## src/rtl/vga_vram_arbiter_if.sv

```systemverilog
// Bus bundle between the VRAM arbiter and its neighbours: the pixel fetch
// path, the CPU write path, the single-port VRAM and the status signals.
// The arbiter uses the slave view; the surrounding system uses the master view.
interface vga_vram_arbiter_if #(
  parameter int ADDR_W = 16,
  parameter int DATA_W = 8,
  parameter int CNT_W  = 3
);
  logic              rd_req;
  logic [ADDR_W-1:0] rd_addr;
  logic [DATA_W-1:0] pix_data;
  logic              pix_valid;
  logic              wr_valid;
  logic              wr_ready;
  logic [ADDR_W-1:0] wr_addr;
  logic [DATA_W-1:0] wr_data;
  logic              ram_en;
  logic              ram_we;
  logic [ADDR_W-1:0] ram_addr;
  logic [DATA_W-1:0] ram_wdata;
  logic [DATA_W-1:0] ram_rdata;
  logic [CNT_W-1:0]  wbuf_count;
  logic              starve_err;
  logic              err_clr;

  modport slave (
    input  rd_req, rd_addr, wr_valid, wr_addr, wr_data, ram_rdata, err_clr,
    output pix_data, pix_valid, wr_ready, ram_en, ram_we, ram_addr, ram_wdata,
           wbuf_count, starve_err
  );

  modport master (
    output rd_req, rd_addr, wr_valid, wr_addr, wr_data, ram_rdata, err_clr,
    input  pix_data, pix_valid, wr_ready, ram_en, ram_we, ram_addr, ram_wdata,
           wbuf_count, starve_err
  );
endinterface

```

## src/rtl/vga_vram_arbiter.sv

```systemverilog
// Arbiter for one single-port VRAM shared by the VGA pixel fetch path and
// CPU writes. Pixel reads always win the slot and see a fixed latency; CPU
// writes are buffered in a small FIFO and drained into otherwise idle slots.
// A FIFO entry becomes eligible for a write slot two edges after its push, so
// a freshly pushed entry never competes in the edge right after it arrived.
// A sticky flag reports when a non-empty FIFO is starved by reads for too long.
module vga_vram_arbiter #(
  parameter int ADDR_W     = 16,
  parameter int DATA_W     = 8,
  parameter int WBUF_DEPTH = 4,
  parameter int STARVE_MAX = 64
) (
  input logic                CLK,
  input logic                RESET,
  vga_vram_arbiter_if.slave  bus
);

  localparam int PTR_W = $clog2(WBUF_DEPTH);
  localparam int CNT_W = PTR_W + 1;
  localparam int STV_W = $clog2(STARVE_MAX + 1);
  localparam logic [CNT_W-1:0] DEPTH_C  = CNT_W'(WBUF_DEPTH);
  localparam logic [STV_W-1:0] STARVE_C = STV_W'(STARVE_MAX);

  // write buffer storage and bookkeeping
  logic [ADDR_W-1:0] fifo_addr [WBUF_DEPTH];
  logic [DATA_W-1:0] fifo_data [WBUF_DEPTH];
  logic [PTR_W-1:0]  wr_ptr;
  logic [PTR_W-1:0]  rd_ptr;
  logic [CNT_W-1:0]  count;
  logic [CNT_W-1:0]  count_next;
  logic [CNT_W-1:0]  eligible;
  logic              pushed_last;
  logic              wr_ready_q;

  // slot decision
  logic              push;
  logic              do_read;
  logic              do_write;

  // RAM port and read return pipeline
  logic              ram_en_q;
  logic              ram_we_q;
  logic [ADDR_W-1:0] ram_addr_q;
  logic [DATA_W-1:0] ram_wdata_q;
  logic              rd_d1;
  logic              pix_valid_q;
  logic [DATA_W-1:0] pix_data_q;

  // starvation monitor
  logic [STV_W-1:0]  starve_cnt;
  logic              starve_set;
  logic              starve_err_q;

  // Slot arbitration, FIFO occupancy update and starvation set condition
  always_comb begin
    push       = bus.wr_valid & wr_ready_q;
    eligible   = count - {{(CNT_W-1){1'b0}}, pushed_last};
    do_read    = bus.rd_req;
    do_write   = ~bus.rd_req & (eligible != {CNT_W{1'b0}});
    count_next = count;
    case ({push, do_write})
      2'b10:   count_next = count + CNT_W'(1);
      2'b01:   count_next = count - CNT_W'(1);
      default: count_next = count;
    endcase
    if (do_read && (count != {CNT_W{1'b0}}) && (starve_cnt == STARVE_C - STV_W'(1))) begin
      starve_set = 1'b1;
    end else begin
      starve_set = 1'b0;
    end
  end

  // Write FIFO: push at the tail, pop the head when a write slot is granted
  always_ff @(posedge CLK or posedge RESET) begin
    if (RESET) begin
      wr_ptr      <= {PTR_W{1'b0}};
      rd_ptr      <= {PTR_W{1'b0}};
      count       <= {CNT_W{1'b0}};
      pushed_last <= 1'b0;
      wr_ready_q  <= 1'b0;
      for (int i = 0; i < WBUF_DEPTH; i++) begin
        fifo_addr[i] <= {ADDR_W{1'b0}};
        fifo_data[i] <= {DATA_W{1'b0}};
      end
    end else begin
      if (push) begin
        fifo_addr[wr_ptr] <= bus.wr_addr;
        fifo_data[wr_ptr] <= bus.wr_data;
        wr_ptr            <= wr_ptr + PTR_W'(1);
      end
      if (do_write) begin
        rd_ptr <= rd_ptr + PTR_W'(1);
      end
      count       <= count_next;
      pushed_last <= push;
      // ready depends only on registered occupancy: no bypass through a pop
      wr_ready_q  <= (count_next < DEPTH_C);
    end
  end

  // RAM port registers: read, buffered write or idle (address/data hold)
  always_ff @(posedge CLK or posedge RESET) begin
    if (RESET) begin
      ram_en_q    <= 1'b0;
      ram_we_q    <= 1'b0;
      ram_addr_q  <= {ADDR_W{1'b0}};
      ram_wdata_q <= {DATA_W{1'b0}};
    end else if (do_read) begin
      ram_en_q   <= 1'b1;
      ram_we_q   <= 1'b0;
      ram_addr_q <= bus.rd_addr;
    end else if (do_write) begin
      ram_en_q    <= 1'b1;
      ram_we_q    <= 1'b1;
      ram_addr_q  <= fifo_addr[rd_ptr];
      ram_wdata_q <= fifo_data[rd_ptr];
    end else begin
      ram_en_q <= 1'b0;
      ram_we_q <= 1'b0;
    end
  end

  // Read return pipeline: RAM access cycle, RAM data cycle, pixel register
  always_ff @(posedge CLK or posedge RESET) begin
    if (RESET) begin
      rd_d1       <= 1'b0;
      pix_valid_q <= 1'b0;
      pix_data_q  <= {DATA_W{1'b0}};
    end else begin
      rd_d1       <= ram_en_q & ~ram_we_q;
      pix_valid_q <= rd_d1;
      if (rd_d1) begin
        pix_data_q <= bus.ram_rdata;
      end
    end
  end

  // Starvation counter and sticky error flag (a coincident set beats a clear)
  always_ff @(posedge CLK or posedge RESET) begin
    if (RESET) begin
      starve_cnt   <= {STV_W{1'b0}};
      starve_err_q <= 1'b0;
    end else begin
      if ((count == {CNT_W{1'b0}}) || do_write) begin
        starve_cnt <= {STV_W{1'b0}};
      end else if (do_read && (starve_cnt != STARVE_C)) begin
        starve_cnt <= starve_cnt + STV_W'(1);
      end
      if (starve_set) begin
        starve_err_q <= 1'b1;
      end else if (bus.err_clr) begin
        starve_err_q <= 1'b0;
      end
    end
  end

  assign bus.wr_ready   = wr_ready_q;
  assign bus.ram_en     = ram_en_q;
  assign bus.ram_we     = ram_we_q;
  assign bus.ram_addr   = ram_addr_q;
  assign bus.ram_wdata  = ram_wdata_q;
  assign bus.pix_valid  = pix_valid_q;
  assign bus.pix_data   = pix_data_q;
  assign bus.wbuf_count = count;
  assign bus.starve_err = starve_err_q;

endmodule

```

## src/flat_wrapper.sv

```systemverilog
// flat-port wrapper written by rule: the top's interface ports become plain ports
module vga_vram_arbiter_flat 
#(
  parameter int ADDR_W     = 16,
  parameter int DATA_W     = 8,
  parameter int WBUF_DEPTH = 4,
  parameter int STARVE_MAX = 64
)
  (CLK, RESET, bus_rd_req, bus_rd_addr, bus_wr_valid, bus_wr_addr, bus_wr_data, bus_ram_rdata, bus_err_clr, bus_pix_data, bus_pix_valid, bus_wr_ready, bus_ram_en, bus_ram_we, bus_ram_addr, bus_ram_wdata, bus_wbuf_count, bus_starve_err);
  vga_vram_arbiter_if #(.ADDR_W(ADDR_W), .DATA_W(DATA_W)) bus_i ();
  input logic CLK;
  input logic RESET;
  input wire logic [$bits(bus_i.rd_req)-1:0] bus_rd_req;
  input wire logic [$bits(bus_i.rd_addr)-1:0] bus_rd_addr;
  input wire logic [$bits(bus_i.wr_valid)-1:0] bus_wr_valid;
  input wire logic [$bits(bus_i.wr_addr)-1:0] bus_wr_addr;
  input wire logic [$bits(bus_i.wr_data)-1:0] bus_wr_data;
  input wire logic [$bits(bus_i.ram_rdata)-1:0] bus_ram_rdata;
  input wire logic [$bits(bus_i.err_clr)-1:0] bus_err_clr;
  output wire logic [$bits(bus_i.pix_data)-1:0] bus_pix_data;
  output wire logic [$bits(bus_i.pix_valid)-1:0] bus_pix_valid;
  output wire logic [$bits(bus_i.wr_ready)-1:0] bus_wr_ready;
  output wire logic [$bits(bus_i.ram_en)-1:0] bus_ram_en;
  output wire logic [$bits(bus_i.ram_we)-1:0] bus_ram_we;
  output wire logic [$bits(bus_i.ram_addr)-1:0] bus_ram_addr;
  output wire logic [$bits(bus_i.ram_wdata)-1:0] bus_ram_wdata;
  output wire logic [$bits(bus_i.wbuf_count)-1:0] bus_wbuf_count;
  output wire logic [$bits(bus_i.starve_err)-1:0] bus_starve_err;
  assign bus_i.rd_req = bus_rd_req;
  assign bus_i.rd_addr = bus_rd_addr;
  assign bus_i.wr_valid = bus_wr_valid;
  assign bus_i.wr_addr = bus_wr_addr;
  assign bus_i.wr_data = bus_wr_data;
  assign bus_i.ram_rdata = bus_ram_rdata;
  assign bus_i.err_clr = bus_err_clr;
  assign bus_pix_data = bus_i.pix_data;
  assign bus_pix_valid = bus_i.pix_valid;
  assign bus_wr_ready = bus_i.wr_ready;
  assign bus_ram_en = bus_i.ram_en;
  assign bus_ram_we = bus_i.ram_we;
  assign bus_ram_addr = bus_i.ram_addr;
  assign bus_ram_wdata = bus_i.ram_wdata;
  assign bus_wbuf_count = bus_i.wbuf_count;
  assign bus_starve_err = bus_i.starve_err;
  vga_vram_arbiter #(.ADDR_W(ADDR_W), .DATA_W(DATA_W), .WBUF_DEPTH(WBUF_DEPTH), .STARVE_MAX(STARVE_MAX)) u_core (.CLK(CLK), .RESET(RESET), .bus(bus_i));
endmodule
```

## config.mk

```make
export PLATFORM = sky130hd
export DESIGN_NAME = vga_vram_arbiter_flat
export DESIGN_NICKNAME = d
export VERILOG_FILES = /design/src/rtl/vga_vram_arbiter_if.sv /design/src/rtl/vga_vram_arbiter.sv /design/src/flat_wrapper.sv
export SDC_FILE = /design/constraint.sdc
export NUM_CORES = 1
export LEC_CHECK = 0
export BUFFER_PORTS_ARGS = -buffer_cell sky130_fd_sc_hd__clkbuf_2
export CORE_UTILIZATION = 50
export DETAILED_ROUTE_END_ITERATION = 10
export PLACE_DENSITY = 0.73
export SLEW_MARGIN = 10
export SYNTH_ARGS = -nofsm -noshare
export SYNTH_HDL_FRONTEND = slang
export SYNTH_SLANG_ARGS = --single-unit
```

## constraint.sdc

```tcl
create_clock -name CLK -period 8.36 [get_ports CLK]
set_input_delay 0.836 -clock CLK [delete_from_list [all_inputs] [get_ports CLK]]
set_output_delay 0.836 -clock CLK [all_outputs]
set_load 0.005 [all_outputs]
```

Word-level counts from Yosys, hierarchy flattened:

Index checks and enable logic that the tools add are counted.

* input bits: 53
* memories: 0
* logic and storage cells: 78
* bits in latches: 0
* memory bits (writable): 0
* flip-flop bits (word level): 149
* output and inout bits: 40
* bits in read-only memories: 0

* reductions and logical operators: 12
* mux-type cells: 23
* eq/ne operators: 4
* shift-type cells: 0
* bitwise operators: 7
* add/sub/neg operators: 6
* multipliers: 0
* divide/modulo/power cells: 0
* $lt $le $gt $ge: 4

Operator list (count)
* $mux 16: 5
* $bwmux 64: 1
* $bmux 16 s2: 1
* $bwmux 32: 1
* $demux 16 s2: 1
* $mux 8: 3
* $bmux 8 s2: 1
* $demux 8 s2: 1
* $mux 7: 2
* $add 7x1->7 const B: 1
* $eq 7x6->1 const B: 1
* $ne 7x7->1 const B: 1
* $ge 3x3->1 const B: 2
* $mux 1: 6
* $not 2->3: 2
* $pmux 3 s2: 1
* $reduce_bool 2->1: 3
* $reduce_bool 3->1: 2
* $add 2x1->2 const B: 2
* $logic_and 1x1->1: 4
* $add 3x1->3 const B: 1
* $and 1x1->1: 3
* $logic_not 3->1: 1
* $lt 3x1->1 const B: 1
* other kinds (8): 9

Depth between registers and ports, before layout:

Gate-level depths: netlist of the first run.

* depth after elaboration: 6
* mapped depth: 13
* depth with buffers taken out: 10

Worst setup path before layout of the first run:

OpenSTA, ideal clock, no wires.

* kind: input-to-reg
* from: in bus_rd_req
* to: reg u_core.wr_ready_q, in the netlist u_core.bus.wr_ready
* stages on the path: 11
* arrival time: 2.649 ns
* data required time: 8.239 ns
* path slack: 5.590 ns
* library setup time: 0.121 ns
* path buffers: 4
* path through: clkbuf_1 o21ba_1 buf_6 buf_6 buf_6 ha_1 fa_1 xnor2_1 nor2_1 xor2_1 inv_1

* word-level cells in the longest chain between the ends: 5
* elaborated cells on any way between the ends: 6
* those cells by class: 1 x order compare; 2 x eq/ne; 1 x mux; 2 x bitwise

RTL lines
* from (decl): RTL line flat_wrapper.sv:13 `input wire logic [$bits(bus_i.rd_req)-1:0] bus_rd_req;`
* $not 1->1 *: RTL line vga_vram_arbiter.sv:59 `do_write = ~bus.rd_req & (eligible != {CNT_W{1'b0}});`
* $and 1x1->1 *: RTL line vga_vram_arbiter.sv:59
* net u_core.do_write: RTL line vga_vram_arbiter.sv:38 `logic do_write;`
* $eq 2x1->1 / $eq 2x2->1 (equally long branches): RTL line vga_vram_arbiter.sv:61 `case ({push, do_write})`
* $pmux 3 s2 *: RTL line vga_vram_arbiter.sv:61
* $lt 3x3->1 *: RTL line vga_vram_arbiter.sv:97 `wr_ready_q <= (count_next < DEPTH_C);`
* to (signal assigned): RTL line vga_vram_arbiter.sv:97
* to (decl): RTL line vga_vram_arbiter.sv:33 `logic wr_ready_q;`

The timed path passes the listed nets; every way through them passes the cells marked *.
A chain may end at the register's enable or synchronous reset.

Worst setup path after layout of the first run:

* from: reg u_core.count[0], in the netlist u_core.bus.wbuf_count[0]
* to: reg u_core.wr_ready_q, in the netlist u_core.bus.wr_ready

* word-level cells in the longest chain between the ends: 6
* elaborated cells on any way between the ends: 9
* those cells by class: 3 x add/sub; 1 x order compare; 2 x eq/ne; 1 x mux; 1 x bitwise; 1 x reduce/logical

RTL lines
* from (decl): RTL line vga_vram_arbiter.sv:29 `logic [CNT_W-1:0] count;`
* from (signal assigned): RTL line vga_vram_arbiter.sv:78 `count <= {CNT_W{1'b0}};`
* from (signal assigned): RTL line vga_vram_arbiter.sv:94 `count <= count_next;`
* $sub 3x1->3: RTL line vga_vram_arbiter.sv:57 `eligible = count - {{(CNT_W-1){1'b0}}, pushed_last};`
* $reduce_bool 3->1: RTL line vga_vram_arbiter.sv:59
* $and 1x1->1: RTL line vga_vram_arbiter.sv:59
* $eq 2x1->1 / $eq 2x2->1 (equally long branches): RTL line vga_vram_arbiter.sv:61
* $pmux 3 s2 *: RTL line vga_vram_arbiter.sv:61
* $lt 3x3->1 *: RTL line vga_vram_arbiter.sv:97

Every way passes the cells marked *; elsewhere a longest branch is shown, timed or not.

==> results of run 1 <==
cell usage in the layout, fill, tap and decap left out, drive strengths merged:
cell type	instances
buf	7
nor3	1
mux4	24
o22a	1
fa	1
nor2b	1
or4	1
or3	1
bufinv	4
clkbuf	111
dfrtp	149
clkinv	7
o22ai	3
nand2	43
a21oi	2
inv	11
xnor2	6
and2	1
nor2	9
o21ba	1
xor2	6
nand4	2
nand2b	2
o21ai	3
a22oi	16
nand3	1
and3	1
mux2	114
clkinvlp	2
ha	8
power breakdown:
part,switching (mW),total (mW),internal (mW)
registers,0.231,1.30,1.07
clock network,0.292,0.798,0.506
logic,0.350,0.935,0.585
cells in the mapped netlist:
| cell | n | area (µm²) |
|---|---|---|
| dfrtp_1 | 149 | 3730 |
| mux2_2 | 114 | 1280 |
| nand2_1 | 43 | 161 |
| a22oi_1 | 16 | 120 |
| mux4_2 | 14 | 315 |
| buf_2 | 11 | 55.1 |
| inv_1 | 10 | 37.5 |
| mux4_1 | 10 | 263 |
| nor2_1 | 9 | 33.8 |
| ha_1 | 8 | 100 |
| clkbuf_1 | 6 | 22.5 |
| xnor2_1 | 6 | 52.6 |
| xor2_1 | 6 | 52.6 |
| buf_6 | 5 | 56.3 |
| o21ai_0 | 3 | 15.0 |
| o22ai_1 | 3 | 18.8 |
| a21oi_1 | 2 | 10.0 |
| nand2b_1 | 2 | 12.5 |
| nand4_1 | 2 | 12.5 |
| and2_1 | 1 | 6.26 |
| and3_1 | 1 | 6.26 |
| fa_1 | 1 | 20.0 |
| inv_2 | 1 | 3.75 |
| nand3_1 | 1 | 5.00 |
| nor2b_1 | 1 | 6.26 |
| nor3_2 | 1 | 10.0 |
| o21ba_1 | 1 | 10.0 |
| o22a_1 | 1 | 8.76 |
| or3_1 | 1 | 6.26 |
| or4_4 | 1 | 11.3 |
worst max-delay path, stage by stage, from the launching register on:
cell and delay (ns):
dfrtp_1 0.47, inv_1 0.08, ha_1 0.22, xor2_1 0.16, o21ba_1 0.22, ha_1 0.24
fa_1 0.38, xnor2_1 0.13, nor2_1 0.10, xor2_1 0.19, inv_1 0.05
metrics by stage:
stage	utilization [%]	power [mW]
detailed placement	56.1	2.26
global placement	56.1	2.19
CTS	61.0	3.06
global route	61.0	3.22
floorplan	-	1.98
finish	61.0	3.03
final timing paths:
path	from	endpoint	slack, ns	cells past startpoint
setup / recovery	u_core.bus.wbuf_count[0]	u_core.bus.wr_ready	6.00	10
hold / removal	u_core.bus.ram_we	u_core.rd_d1	0.42	1
setup reg to reg	u_core.bus.wbuf_count[0]	u_core.bus.wr_ready	6.00	10
hold reg to reg	u_core.bus.ram_we	u_core.rd_d1	0.42	1
max in group asynchronous	RESET	u_core.bus.ram_addr[4]	6.59	3
min in group asynchronous	RESET	u_core.bus.ram_addr[10]	0.61	2
state kept, by name (all words and copies together), names as in the netlist, 7 cells and up, named ones only:
signal / cells
u_core.fifo_addr: 64
u_core.fifo_data: 32
u_core.bus.ram_addr: 16
u_core.bus.pix_data: 8
u_core.bus.ram_wdata: 8
u_core.starve_cnt: 7
per-layer routing:
layer | part of all wire, % | wire [µm]
met4 | 1.2 | 150
met5 | 0 | 0
met3 | 4.7 | 571
met1 | 44 | 5410
met2 | 50 | 6040
cell type report:
| class | instances | area, µm² |
|---|---|---|
| Sequential cell | 149 | 3730 |
| Timing Repair Buffer | 99 | 513 |
| Clock inverter | 13 | 181 |
| Clock buffer | 19 | 443 |
| Tap cell | 172 | 215 |
| Inverter | 11 | 46.3 |
| Fill cell | 953 | 4900 |
| Multi-Input combinational cell | 248 | 2540 |
cell families after synthesis:
group	synth area share, %
buffers and inverters	2.72
multiplexers	28.9
XOR/XNOR	1.63
flip-flops	57.9
AND/OR/NAND/NOR	4.21
adder cells (fa/ha/maj)	1.86
AO/OA/AOI/OAI	2.83
==> flow_summary.ini, run 1 <==
[status]
status = finished clean

[placed_design]
dp_worst_setup_slack_ns = 5.63
dp_hpwl_um = 7920
placed_area_um2 = 7050
io_buffers = 92
place_inst = 679
gp_congestion = 0.759

[global_route]
grt_usage_pct = 19.6
grt_pass1_wl_um = 19200
busiest_layer = met2
globalRouteMet2Util_pct = 32.3
overflow = 0
met3_usage_pct = 5.60
grt_max_degree = 101
met1_usage_pct = 24.8
grt_pass1_vias = 3734
antenna_found_initial = 0

[min_path]
hold_class = reg2reg

[floorplanning]
fp-row-count = 41
die_h_um = 116
core_area_um2 = 12600
die_x_um = 116
start_util_pct = 51.3
die-area_um2 = 13300
ios = 93

[route]
wire_per_inst_um = 17.1
avgViaCountPerCell = 5.29
first_pass_iters = 4
drc_errors = 0
routed_wirelength_um = 12200
ant_nets = 0
initialDrtViolationCount = 186
vias = 3764

[final_layout]
diodes = 0
fin_nets = 588
stdcell_count = 711
syn_to_final_growth_pct = 19.0
stdcell_area_um2 = 7670
drive_gt1_share_pct = 48.8

[critical_path]
arrival_ns = 2.66
required_ns = 8.66
crit_fanout = 6
critPathKind = reg2reg
end_kind = register
startpoint_type = register

[pwr]
ir_worst_vdd_v = 0.000173
p_leak_nw = 3.57
p_per_area_nw_per_um2 = 396

[synthesis]
syn_inst = 430
syn_nets = 492
ys_seq_area_share_pct = 57.9
yosysWarningCount = 0
netlist_area_um2 = 6440
synth_cell_types = 30
synth_seq_cells = 149
postSynthAreaPerCell_um2 = 15.0

[timing]
setup_tns_ns = 0
fin_crit_ns = 2.36
worst_pin_slew_ns = 1.19
max_freq_ghz = 0.424
finalHoldViolCount = 0
skew_ns = 0.00974
rsz0062_at_grt = false
period_share_pct = 28.2
slew_headroom_pct = 20.1
slew_viol_final = 0
setup-violations-final = 0
whs_ns = 0.421
fin_ws_ns = 6.00

[job]
cap_viol_max_count = 0

[clocking]
hold_buffers = 0
cts-root-buf = clkbuf_16
cts_inserted_buffers = 17
post-cts-setup-buffers = 0
cts.path.max_buffers = 2
worstSkewPairLatency_ns = 0.42
numClockSinks = 149
clk_pin_slew_ns = 0.06
cts_resized = 0
cts_tree = built
htreeDepth = 4
No activity file was read; power rests on OpenSTA's default activity.
==> run 2: changes to the inputs <==
--- a/config.mk
+++ b/config.mk
@@ -8,7 +8,7 @@
 export BUFFER_PORTS_ARGS = -buffer_cell sky130_fd_sc_hd__clkbuf_2
 export CORE_UTILIZATION = 50
 export DETAILED_ROUTE_END_ITERATION = 10
-export PLACE_DENSITY = 0.73
+export PLACE_DENSITY = 0.76
 export SLEW_MARGIN = 10
 export SYNTH_ARGS = -nofsm -noshare
 export SYNTH_HDL_FRONTEND = slang
==> constraint.sdc (replaced) <==
create_clock -name CLK -period 2 [get_ports CLK]
set_input_delay 0.2 -clock CLK [delete_from_list [all_inputs] [get_ports CLK]]
set_output_delay 0.2 -clock CLK [all_outputs]
set_load 0.005 [all_outputs]
==> run 2 against run 1 <==
Net effect:
- the flow now finishes with violations (negative setup slack)
- worst setup slack got worse by 6.0 ns
- first-iteration DRC count rose by 32%
- power rose to 4.3 times the previous value
- clock-buffer cell count rose by 1
- clock power rose to 4.0 times the previous value
- cell count rose by 3.4%
- die area did not move
- cell area rose by 3.8%
- largest cell class unchanged
- largest power group unchanged
==> flow_summary.ini, run 2 (same netlist as run 1, synthesis figures left out) <==
[floorplanning]
die_h_um = 116
start_util_pct = 51.3
core_area_um2 = 12600
ios = 93
fp-row-count = 41
die-area_um2 = 13300
die_x_um = 116

[final_layout]
largest_reg_flops = 64
stdcell_area_um2 = 7960
final_core_util_pct = 63.3
multi_input_area_um2 = 2590
final_common_cell = dfrtp_1
fin_nets = 612
nFillCells = 924
diodes = 0
drive_gt1_share_pct = 51.5
layout_common_cells = 148 x dfrtp_1, 114 x mux2_2, 92 x clkbuf_2, 43 x nand2_1, 21 x buf_4
regMostFlops = u_core.fifo_addr
syn_to_final_growth_pct = 23.5
seq_area_um2 = 3730

[route]
initialDrtViolationCount = 245
drc_errors = 0
wire_per_inst_um = 17.7
avgViaCountPerCell = 5.40
first_pass_iters = 4
routed_wirelength_um = 13000
ant_nets = 0
vias = 3970

[pwr]
p_leak_nw = 3.70
p_per_area_nw_per_um2 = 1640
ir_worst_vdd_v = 0.000753

[global_route]
grt_max_degree = 44
grt_pass1_wl_um = 21100
antenna_found_initial = 0
grt_usage_pct = 21.3
grt_pass1_vias = 4213
overflow = 0

[timing]
max_freq_ghz = 0.496
fin_ws_ns = -0.0173
whs_ns = 0.0117
skew_ns = 0.00668
finalHoldViolCount = 0
worst_pin_slew_ns = 0.557
slew_headroom_pct = 62.8
rsz0062_at_grt = true
period_share_pct = 101
fin_crit_ns = 2.02
setup-violations-final = 1
setup_tns_ns = -0.0173
slew_viol_final = 0

[clocking]
cts_inserted_buffers = 17
worstSkewPairLatency_ns = 0.42
htreeDepth = 4
clk_pin_slew_ns = 0.06
cts.path.max_buffers = 2
cts-root-buf = clkbuf_16
numClockSinks = 149
cts_tree = built

[placed_design]
io_buffers = 92
placed_area_um2 = 7290
gp_congestion = 0.790
dp_hpwl_um = 8690

[critical_path]
crit_fanout = 2
required_ns = 2.31
critPathKind = reg2reg
end_kind = register
startpoint_type = register
arrival_ns = 2.33

[status]
status = finished, violations left
violations = negative setup slack

[min_path]
hold_class = in2reg

[job]
cap_viol_max_count = 0
[run 2: changes by cell type in the layout (fill, tap and decap cells not counted), moves of 2 or more]
cell | previous run | this run
buf_12 | 0 | 6
buf_4 | 7 | 21
clkinvlp_4 | 2 | 4
dlygate4sd3_1 | 0 | 3
ha_1 | 8 | 6
ha_4 | 0 | 2
[run 2: per-layer routing]
metal	vias up	global-route usage [%]	share of wire (%)
li1	1793	-	-
met1	2069	24.9	41
met2	89	37.6	53
met3	19	4.55	4.1
met4	0	10.2	1.5
met5	-	0	0
[run 2: power breakdown]
group	internal (mW)	switching [mW]
sequential	4.48	0.755
clock	1.99	1.23
combinational	2.75	1.86
total	9.23	3.84
[run 2: what timing repair did]
action	in CTS	in global routing
hold buffers	3	0
hold endpoints to repair	17	0
setup buffers	1	2
resized for setup	3	1
endpoints found under the setup margin	3	2
pin swaps	3	1
[run 2: worst max-delay path, cell delays in order, from the launching register on]
cell and delay [ns]:
dfrtp_1 0.40, ha_4 0.18, xor2_2 0.15, o21ba_4 0.24
ha_4 0.16, fa_2 0.33, xnor2_1 0.13, nor2_1 0.11
xor2_1 0.18, inv_1 0.05
[run 2: final timing paths]
path	startpoint	to	slack, ns	cells past startpoint
setup / recovery	u_core.pushed_last	u_core.bus.wr_ready	-0.02	9
setup reg to reg	u_core.pushed_last	u_core.bus.wr_ready	-0.02	9
min in group asynchronous	RESET	u_core.starve_cnt[1]	0.37	3
hold / removal	bus_ram_rdata[7]	u_core.bus.pix_data[7]	0.01	2
hold reg to reg	u_core.bus.ram_we	u_core.rd_d1	0.44	1
max in group asynchronous	RESET	u_core.fifo_addr[41]	1.01	4
[run 2: layout make-up]
cell class | count | area share [%]
clock inverters | 12 | 1.93
clock buffers | 20 | 5.61
well taps | 172 | 2.70
multi-input cells | 248 | 32.5
flip-flops and latches | 149 | 46.9
repair buffers | 123 | 9.79
inverters | 11 | 0.566
[run 2: stage by stage]
| step | setup WS (ns) | total power, mW | std cells |
|---|---|---|---|
| after floorplan | -0.426 | 8.36 | 430 |
| after global placement | -0.0172 | 9.54 | 697 |
| after detailed placement | -0.0435 | 9.84 | 697 |
| after CTS | -0.0235 | 13.2 | 733 |
| after global routing | -0.121 | 13.8 | 735 |
| final | -0.0173 | 13.1 | 735 |
